### config.mk
export PLATFORM = sky130hd
export DESIGN_NAME = uart_tx_cfg
export DESIGN_NICKNAME = d
export VERILOG_FILES = /design/src/rtl/uart_tx_cfg.sv
export SDC_FILE = /design/constraint.sdc
export NUM_CORES = 1
export LEC_CHECK = 0
export CAP_MARGIN = 0
export CELL_PAD_IN_SITES_DETAIL_PLACEMENT = 1
export CELL_PAD_IN_SITES_GLOBAL_PLACEMENT = 1
export CORE_MARGIN = 4
export CORE_UTILIZATION = 40
export DETAILED_ROUTE_END_ITERATION = 10
export GPL_ROUTABILITY_DRIVEN = 0
export PLACE_DENSITY_LB_ADDON = 0.1
export SYNTH_ARGS = -nofsm -noshare
export SYNTH_HDL_FRONTEND = slang
export SYNTH_SLANG_ARGS = --single-unit
### constraint.sdc
create_clock -name clk -period 3.9 [get_ports clk]
set_input_delay 0.39 -clock clk [delete_from_list [all_inputs] [get_ports clk]]
set_output_delay 0.39 -clock clk [all_outputs]
set_load 0.02 [all_outputs]
### src/rtl/uart_tx_cfg.sv
// -----------------------------------------------------------------------------
// uart_tx_cfg
//
// UART transmitter that sends one word per frame. Timing comes from a shared
// oversampling strobe: every bit lasts OVS strobes. Data width is a parameter.
// Parity and stop-bit count are chosen at run time. CTS flow control is
// optional, and the block can also drive a line break.
//
// Frame on the line (LSB first):
//   start(0) | d[0] .. d[DATA_W-1] | [parity] | stop(1) [| stop(1)]
//
// The block sits between a TX FIFO and the pad. The FIFO "not empty" flag
// drives tx_start, and tx_done_tick pops the FIFO.
//
// Parameters
//   DATA_W  data bits per frame (5..9)
//   OVS     oversample strobes per bit (4..64)
//   CTS_EN  1 = a frame may start only while i_cts_n is low; 0 = ignore i_cts_n
//
// Ports
//   clk           system clock
//   rst_n         asynchronous, active-low reset
//   tick_os       oversample strobe, one clk wide, OVS per bit period
//   tx_data       word to send, LSB first
//   tx_start      a word is available (FIFO not empty)
//   cfg_parity    00/11 none, 01 even, 10 odd
//   cfg_stop2     0 = one stop bit, 1 = two stop bits
//   tx_break      request a line break (line held low)
//   i_cts_n       active-low clear-to-send
//   tx_out        serial line, idle high
//   tx_busy       a frame or a break is in progress
//   tx_done_tick  one-clk pulse at the end of each data frame
// -----------------------------------------------------------------------------
module uart_tx_cfg #(
  parameter int DATA_W = 8,
  parameter int OVS    = 16,
  parameter int CTS_EN = 1
) (
  input  logic              clk,
  input  logic              rst_n,
  input  logic              tick_os,
  input  logic [DATA_W-1:0] tx_data,
  input  logic              tx_start,
  input  logic [1:0]        cfg_parity,
  input  logic              cfg_stop2,
  input  logic              tx_break,
  input  logic              i_cts_n,
  output logic              tx_out,
  output logic              tx_busy,
  output logic              tx_done_tick
);

  localparam int CNT_W = $clog2(OVS);
  localparam int IDX_W = $clog2(DATA_W);

  // The last tick of each bit and the index of the last data bit.
  localparam logic [CNT_W-1:0] CNT_LAST = CNT_W'(OVS - 1);
  localparam logic [IDX_W-1:0] IDX_LAST = IDX_W'(DATA_W - 1);

  typedef enum logic [2:0] {
    IDLE,
    START,
    DATA,
    PARITY,
    STOP,
    BREAK
  } state_t;

  state_t             state;
  logic [CNT_W-1:0]   tick_cnt;     // ticks spent in the current bit
  logic [IDX_W-1:0]   bit_idx;      // data bit currently on the line
  logic [DATA_W-1:0]  shift_reg;    // remaining data bits, next bit at [0]
  logic               par_en;       // parity mode latched at frame start
  logic               par_bit;      // parity value, computed once at frame start
  logic               stop2;        // stop-bit count latched at frame start
  logic               stop_second;  // set while the second stop bit is sent

  logic cts_clear;
  logic bit_last;

  // With CTS_EN=0 the peer is always treated as ready.
  assign cts_clear = (CTS_EN == 0) || !i_cts_n;

  // Last tick of the bit on the line; the next tick starts a new bit.
  assign bit_last = (tick_cnt == CNT_LAST);

  // NOTE: all state and outputs update with non-blocking assignments in a
  // single clocked process, so every branch reads the values from before the
  // edge and the outputs are glitch-free registers.
  // NOTE: the shift register and the other datapath registers are cleared by
  // reset as well, so a frame aborted by reset leaves no stale data behind.
  always_ff @(posedge clk or negedge rst_n) begin
    if (!rst_n) begin
      state        <= IDLE;
      tick_cnt     <= '0;
      bit_idx      <= '0;
      shift_reg    <= '0;
      par_en       <= 1'b0;
      par_bit      <= 1'b0;
      stop2        <= 1'b0;
      stop_second  <= 1'b0;
      tx_out       <= 1'b1;
      tx_busy      <= 1'b0;
      tx_done_tick <= 1'b0;
    end else begin
      tx_done_tick <= 1'b0;

      if (tick_os) begin
        unique case (state)
          // ------------------------------------------------------------------
          IDLE: begin
            if (tx_break) begin
              // A break takes priority over a pending word.
              tx_out  <= 1'b0;
              tx_busy <= 1'b1;
              state   <= BREAK;
            end else if (tx_start && cts_clear) begin
              // Latch the word and its settings. Later changes to these
              // inputs do not affect the frame in flight.
              shift_reg   <= tx_data;
              par_en      <= (cfg_parity == 2'b01) || (cfg_parity == 2'b10);
              par_bit     <= (^tx_data) ^ (cfg_parity == 2'b10);
              stop2       <= cfg_stop2;
              stop_second <= 1'b0;
              tick_cnt    <= '0;
              bit_idx     <= '0;
              // The start bit goes out on this edge, so the start bit has
              // already used one of its OVS ticks.
              tx_out      <= 1'b0;
              tx_busy     <= 1'b1;
              state       <= START;
            end else begin
              tx_out  <= 1'b1;
              tx_busy <= 1'b0;
            end
          end

          // ------------------------------------------------------------------
          START: begin
            if (bit_last) begin
              tick_cnt  <= '0;
              bit_idx   <= '0;
              tx_out    <= shift_reg[0];
              shift_reg <= shift_reg >> 1;
              state     <= DATA;
            end else begin
              tick_cnt <= tick_cnt + 1'b1;
            end
          end

          // ------------------------------------------------------------------
          DATA: begin
            if (bit_last) begin
              tick_cnt <= '0;
              if (bit_idx == IDX_LAST) begin
                if (par_en) begin
                  tx_out <= par_bit;
                  state  <= PARITY;
                end else begin
                  tx_out <= 1'b1;
                  state  <= STOP;
                end
              end else begin
                tx_out    <= shift_reg[0];
                shift_reg <= shift_reg >> 1;
                bit_idx   <= bit_idx + 1'b1;
              end
            end else begin
              tick_cnt <= tick_cnt + 1'b1;
            end
          end

          // ------------------------------------------------------------------
          PARITY: begin
            if (bit_last) begin
              tick_cnt <= '0;
              tx_out   <= 1'b1;
              state    <= STOP;
            end else begin
              tick_cnt <= tick_cnt + 1'b1;
            end
          end

          // ------------------------------------------------------------------
          STOP: begin
            if (bit_last) begin
              tick_cnt <= '0;
              if (stop2 && !stop_second) begin
                // The line stays high; count a second full bit period.
                stop_second <= 1'b1;
              end else begin
                // End of frame. IDLE looks at tx_start again on the next
                // tick, which gives the FIFO pop one tick to settle.
                tx_busy      <= 1'b0;
                tx_done_tick <= 1'b1;
                state        <= IDLE;
              end
            end else begin
              tick_cnt <= tick_cnt + 1'b1;
            end
          end

          // ------------------------------------------------------------------
          BREAK: begin
            if (!tx_break) begin
              tx_out  <= 1'b1;
              tx_busy <= 1'b0;
              state   <= IDLE;
            end
          end

          default: begin
            tx_out  <= 1'b1;
            tx_busy <= 1'b0;
            state   <= IDLE;
          end
        endcase
      end
    end
  end

endmodule
==> impl_results.md, run 1 <==
* Diode count at 0
* Post-route setup TNS at 0 ns
* WL final at 3419 um
* Status: finished, final reports clean
* Avg Cell Area, Syn at 10.92 um2
* Flops & latches, synth at 25
* Slew headroom at 26.84%
* Crit path max fanout at 15
* Synth Cell Area at 1584 um2
* CTS Sinks at 25
* Max reg flops at 8
* Placed instance area at 1784 um2
* Power per cell area at 363.2 nW/um2
* Worst Setup Start Kind: register
* Area Overhead vs Synth at 15.48%
* Rows at 22
* Hold-fix buffers, CTS at 0
* Die area at 5031 um2
* Reg power frac at 50.8%
* Final std cells w/o fill at 209
* # placed instances at 205
* Leak Pwr at 0.8313 nW
* CTS Buf Count at 3
* Worst-path clk slew at 0.08 ns
* Final Instance Area at 1829 um2
* DP HPWL at 2626 um
* Setup CP Type: register to register
* Combinational power share at 26.3%
* Via count at 1,148
* Max-cap viol count at 0
* HP Class: register to register
* Fmax at 407.2 MHz
* Die Span Y at 70.93 um
* Post-cts resize count at 0
* Vias in the first global route at 1,207
* Warnings from Yosys at 0
* Longest Clk Path Bufs at 2
* First-pass GRT wire length at 6023 um
* Clk network pwr share at 22.9%
* Most common cell after layout, fill and taps aside: dfrtp_1
* Number of synthesized flops with an enable pin at 0
* Fin nets at 183
* Initial DRC Count at 83
* I/O pins at 20
* DRC Markers at 0
* Worst-Skew Late Latency at 0.27 ns
* Core Box Area at 3744 um2
* DR vias/cell at 5.493
* Setup repair after global routing missed its margin: no
* Min Tclk post-route at 2.456 ns
* Worst Reg-to-Reg Cells at 4
* Sw power at 0.0001848 W
* Skew final at 0.001692 ns
* Final setup violation count at 0
* # Post-CTS Setup Buffers at 0
* Pre-antenna DRT Iters at 4
* Final Slew Violations at 0
* Final hold vios at 0
* Critical path data required time at 4.06 ns
* Sw frac at 27.81%
* CP endpoint kind: register
* CP arrival at 2.62 ns
* Overall routing resource usage at 14.95%
* Root Buffer: clkbuf_8
* Largest net degree at the start of global routing at 26
* Maximum vdd drop at 152.1 uV
* # port buffers at 19
* WHS at 0.4901 ns
* Initial Util at 42.31%
* Initial antenna violation count at 0
* Most frequent cells in the layout: dfrtp_1 (24), clkdlybuf4s50_1 (19), mux2_4 (10), mux2_2 (10)
* CTS tree: yes
* H-Tree Depth at 1
* Fillers at 432
* Top FF cell, synth: dfrtp_1
* Final Cycle Share at 62.97%
* Gate count after technology mapping at 145
* Post-synthesis net count at 166
* Worst-margin pin slew at 1.094 ns
* WL per Instance at 16.36 um
* Die width at 70.93 um
* Async S/R FF share, synth at 100.0%
* Share of cells above drive strength 1 at 19.88%
* Internal power at 0.0004796 W
* Antenna Nets Post-Route at 0
* Hold path cells at 1
* Unique masters post-synth at 48
* Grt ovf at 0
* Sequential fraction of the synthesis area at 39.57%
-- final timing paths --
path	startpoint	end	slack, ns
hold / removal	stop_second$_DFFE_PN0P_	stop_second$_DFFE_PN0P_	0.49
min in group asynchronous	rst_n	bit_idx[2]$_DFFE_PN0P_	0.71
setup / recovery	state[0]$_DFFE_PN0P_	shift_reg[0]$_DFFE_PN0P_	1.44
setup reg to reg	state[0]$_DFFE_PN0P_	shift_reg[0]$_DFFE_PN0P_	1.44
hold reg to reg	stop_second$_DFFE_PN0P_	stop_second$_DFFE_PN0P_	0.49
max in group asynchronous	rst_n	tick_cnt[1]$_DFFE_PN0P_	2.54
-- worst max-delay path, stage by stage (launching register included) --
cell and delay, ns:
dfrtp_1 0.59, or2b_2 0.39, a21oi_4 0.31, a2111o_1 0.64
mux2_2 0.40
-- Yosys cell counts, types with 2 or more instances --
cell type | count | area share (%)
nand2b_1 | 4 | 1.6
a21oi_1 | 2 | 0.63
nand4_1 | 3 | 1.2
nor2_1 | 8 | 1.9
dfrtp_1 | 24 | 38
o22a_1 | 2 | 1.1
mux2_4 | 10 | 9.5
nor2b_1 | 4 | 1.6
nor3_1 | 4 | 1.3
ha_1 | 4 | 3.2
xnor2_1 | 5 | 2.8
o21ai_0 | 8 | 2.5
clkbuf_1 | 3 | 0.71
or3b_2 | 2 | 1.1
o31ai_1 | 3 | 1.4
inv_1 | 6 | 1.4
buf_6 | 3 | 2.1
nand2_1 | 7 | 1.7
nand3_1 | 3 | 0.95
and3_1 | 3 | 1.2
mux2_2 | 10 | 7.1
-- power groups by stage --
stage | Clock, W | Sequential [W] | Combinational, W
6_report | 0.000152 | 0.000337 | 0.000175
5_1_grt | 0.000177 | 0.000344 | 0.000193
4_1_cts | 0.000160 | 0.000338 | 0.000179
3_5_place_dp | 0 | 0.000343 | 0.000178
3_3_place_gp | 0 | 0.000340 | 0.000172
2_1_floorplan | 0 | 0.000340 | 0.000115
-- cells by family (layout without fill, tap and decap cells) --
kind of cell,Yosys count,in the layout,share of synthesized area (%)
compound gates,31,31,14.93
xor+xnor,7,7,4.739
fa+ha+maj,5,5,3.792
buf+inv,13,29,4.581
flops,25,25,39.57
mux,20,20,16.59
simple gates,44,44,15.80
-- area by class of cell --
class                      instances  area [um2]  area share [%]
sequential                        25       626.9           34.27
inverter                           6       22.52           1.231
tap                               48       60.06           3.283
timing repair buffer              19       190.2           10.40
multi-input combinational        107       884.6           48.36
clock buffer                       4       45.04           2.462
-- stage by stage --
step	utilization (%)	total power [W]	setup WS (ns)
6_report	48.86	0.0006643	1.444
3_5_place_dp	47.66	0.0005205	1.271
2_1_floorplan	-	0.0004550	2.023
5_1_grt	48.86	0.0007138	1.303
4_1_cts	48.86	0.0006761	1.404
3_3_place_gp	47.66	0.0005118	1.351
-- metal layers --
metal  GRT usage [%]  wire length [um]  part of all wire [%]  vias to the layer above
met5               0                 0                     0                        -
met2           23.69              1624                    47                       15
li1                -                 -                     -                      560
met4           3.758                32                  0.94                        0
met3           3.835               114                   3.3                        4
met1           20.42              1647                    48                      569
Note: power is estimated with default switching activity, not from simulation.
==> run 2, diff against run 1 <==
==> constraint.sdc (replaced) <==
create_clock -name clk -period 2.56 [get_ports clk]
set_input_delay 0.256 -clock clk [delete_from_list [all_inputs] [get_ports clk]]
set_output_delay 0.256 -clock clk [all_outputs]
set_load 0.02 [all_outputs]
==> impl_results.md, run 2 (synthesis results as in run 1) <==
* Largest net degree at the start of global routing at 26
* Final Slew Violations at 0
* Leak Pwr at 0.8676 nW
* Vias in the first global route at 1,272
* Area Overhead vs Synth at 18.88%
* Final setup violation count at 0
* Maximum vdd drop at 260.9 uV
* Pre-antenna DRT Iters at 4
* CTS tree: yes
* Most frequent cells in the layout: dfrtp_1 (24), clkdlybuf4s50_1 (19), mux2_4 (10), mux2_2 (10)
* Min Tclk post-route at 2.142 ns
* Antenna Nets Post-Route at 0
* Power per cell area at 543.9 nW/um2
* Via count at 1,193
* Crit path max fanout at 11
* Root Buffer: clkbuf_8
* DRC Markers at 0
* Skew final at 0.007095 ns
* Worst-margin pin slew at 0.6314 ns
* HP Class: input port to asynchronous set/reset pin
* Setup CP Type: register to register
* Worst R2R Setup Slack at 0.42 ns
* Worst Setup Start Kind: register
* WL per Instance at 16.16 um
* Initial Util at 42.31%
* Diode count at 0
* Share of cells above drive strength 1 at 23.81%
* Initial DRC Count at 69
* CP endpoint kind: register
* Rows at 22
* Die width at 70.93 um
* First-pass GRT wire length at 6058 um
* Die Span Y at 70.93 um
* H-Tree Depth at 1
* Fin nets at 190
* Initial antenna violation count at 0
* Fmax at 466.9 MHz
* Slew headroom at 57.91%
* Most common cell after layout, fill and taps aside: dfrtp_1
* Max-cap viol count at 0
* Overall routing resource usage at 14.86%
* Die area at 5031 um2
* FF-to-FF Start: state[1]$_DFFE_PN0P_
* Critical Path Start: state[1]$_DFFE_PN0P_
* Setup repair after global routing missed its margin: no
* Status: finished, final reports clean
* # Post-CTS Setup Buffers at 0
* CTS Buf Count at 3
* Post-cts resize count at 0
* WL final at 3490 um
* Post-route setup TNS at 0 ns
* Final hold vios at 0
* Reg2reg end: shift_reg[0]$_DFFE_PN0P_
* Worst setup path endpoint: shift_reg[0]$_DFFE_PN0P_
* CP arrival at 2.30 ns
* # port buffers at 19
* Hold-fix buffers, CTS at 0
* Critical path data required time at 2.72 ns
* DR vias/cell at 5.523
* I/O pins at 20
* Worst Reg-to-Reg Cells at 4
* Max reg flops at 8
* Fillers at 417
* DP HPWL at 2706 um
* CTS Sinks at 25
* Grt ovf at 0
* Worst-Skew Late Latency at 0.27 ns
* Final Cycle Share at 83.66%
* Worst-path clk slew at 0.09 ns
* Longest Clk Path Bufs at 2
* Final core utilization at 50.30%
* Core Box Area at 3744 um2
[run 2: cell count changes in the layout (fill, tap and decap cells not counted), sizes merged]
cell / previous run / this run
clkinv: 0 / 1
buf: 0 / 7
clkbuf: 4 / 3
[run 2: routing by layer]
metal / track usage, % / vias to the layer above / routed length [um] / share of wire, %
met4: 3.758 / 0 / 28 / 0.80
met5: 0 / - / 0 / 0
li1: - / 575 / - / -
met1: 20.69 / 598 / 1666 / 48
met3: 2.557 / 4 / 110 / 3.2
met2: 24.00 / 16 / 1684 / 48
[run 2: where the power goes]
part           switching (W)  leakage [nW]  total (W)  internal, W
clock network       0.000126        0.0255   0.000235     0.000109
logic               0.000114         0.514   0.000276     0.000162
registers          0.0000517         0.328   0.000513     0.000462
[run 2: worst min-delay path by stage]
stage / startpoint / endpoint / slack, ns / depth (start not counted)
after detailed placement: stop_second$_DFFE_PN0P_ / stop_second$_DFFE_PN0P_ / 0.48 / 1
final: rst_n / bit_idx[1]$_DFFE_PN0P_ / 0.34 / 2
after floorplan: rst_n / bit_idx[0]$_DFFE_PN0P_ / -0.04 / 0
after global routing: rst_n / bit_idx[2]$_DFFE_PN0P_ / 0.38 / 2
after global placement: stop_second$_DFFE_PN0P_ / stop_second$_DFFE_PN0P_ / 0.47 / 1
after CTS: rst_n / bit_idx[0]$_DFFE_PN0P_ / 0.35 / 2
[run 2: final cells by class]
cell class | count | area (um2) | area share, %
multi-input combinational | 107 | 884.6 | 46.98
sequential | 25 | 626.9 | 33.29
timing repair buffer | 26 | 242.7 | 12.89
tap | 48 | 60.06 | 3.189
clock buffer | 3 | 41.29 | 2.193
inverter | 6 | 22.52 | 1.196
clock inverter | 1 | 5.005 | 0.2658
[run 2: worst max-delay path, cell delays in order, from the launching register on]
cell and delay (ns):
dfrtp_1 0.44, or3_4 0.45, o21ai_4 0.19, a2111o_1 0.54
mux2_2 0.41
[run 2: stage by stage]
step | cell area (um2) | instances | setup WS (ns) | total power (W) | hold slack [ns]
2_1_floorplan | 1584 | 145 | 0.6829 | 0.0006931 | -0.03959
3_3_place_gp | 1837 | 212 | 0.2421 | 0.0007824 | 0.4712
3_5_place_dp | 1837 | 212 | 0.2064 | 0.0007979 | 0.4808
4_1_cts | 1883 | 216 | 0.3846 | 0.001041 | 0.3526
5_1_grt | 1883 | 216 | 0.2983 | 0.001099 | 0.3780
6_report | 1883 | 216 | 0.4184 | 0.001024 | 0.3402
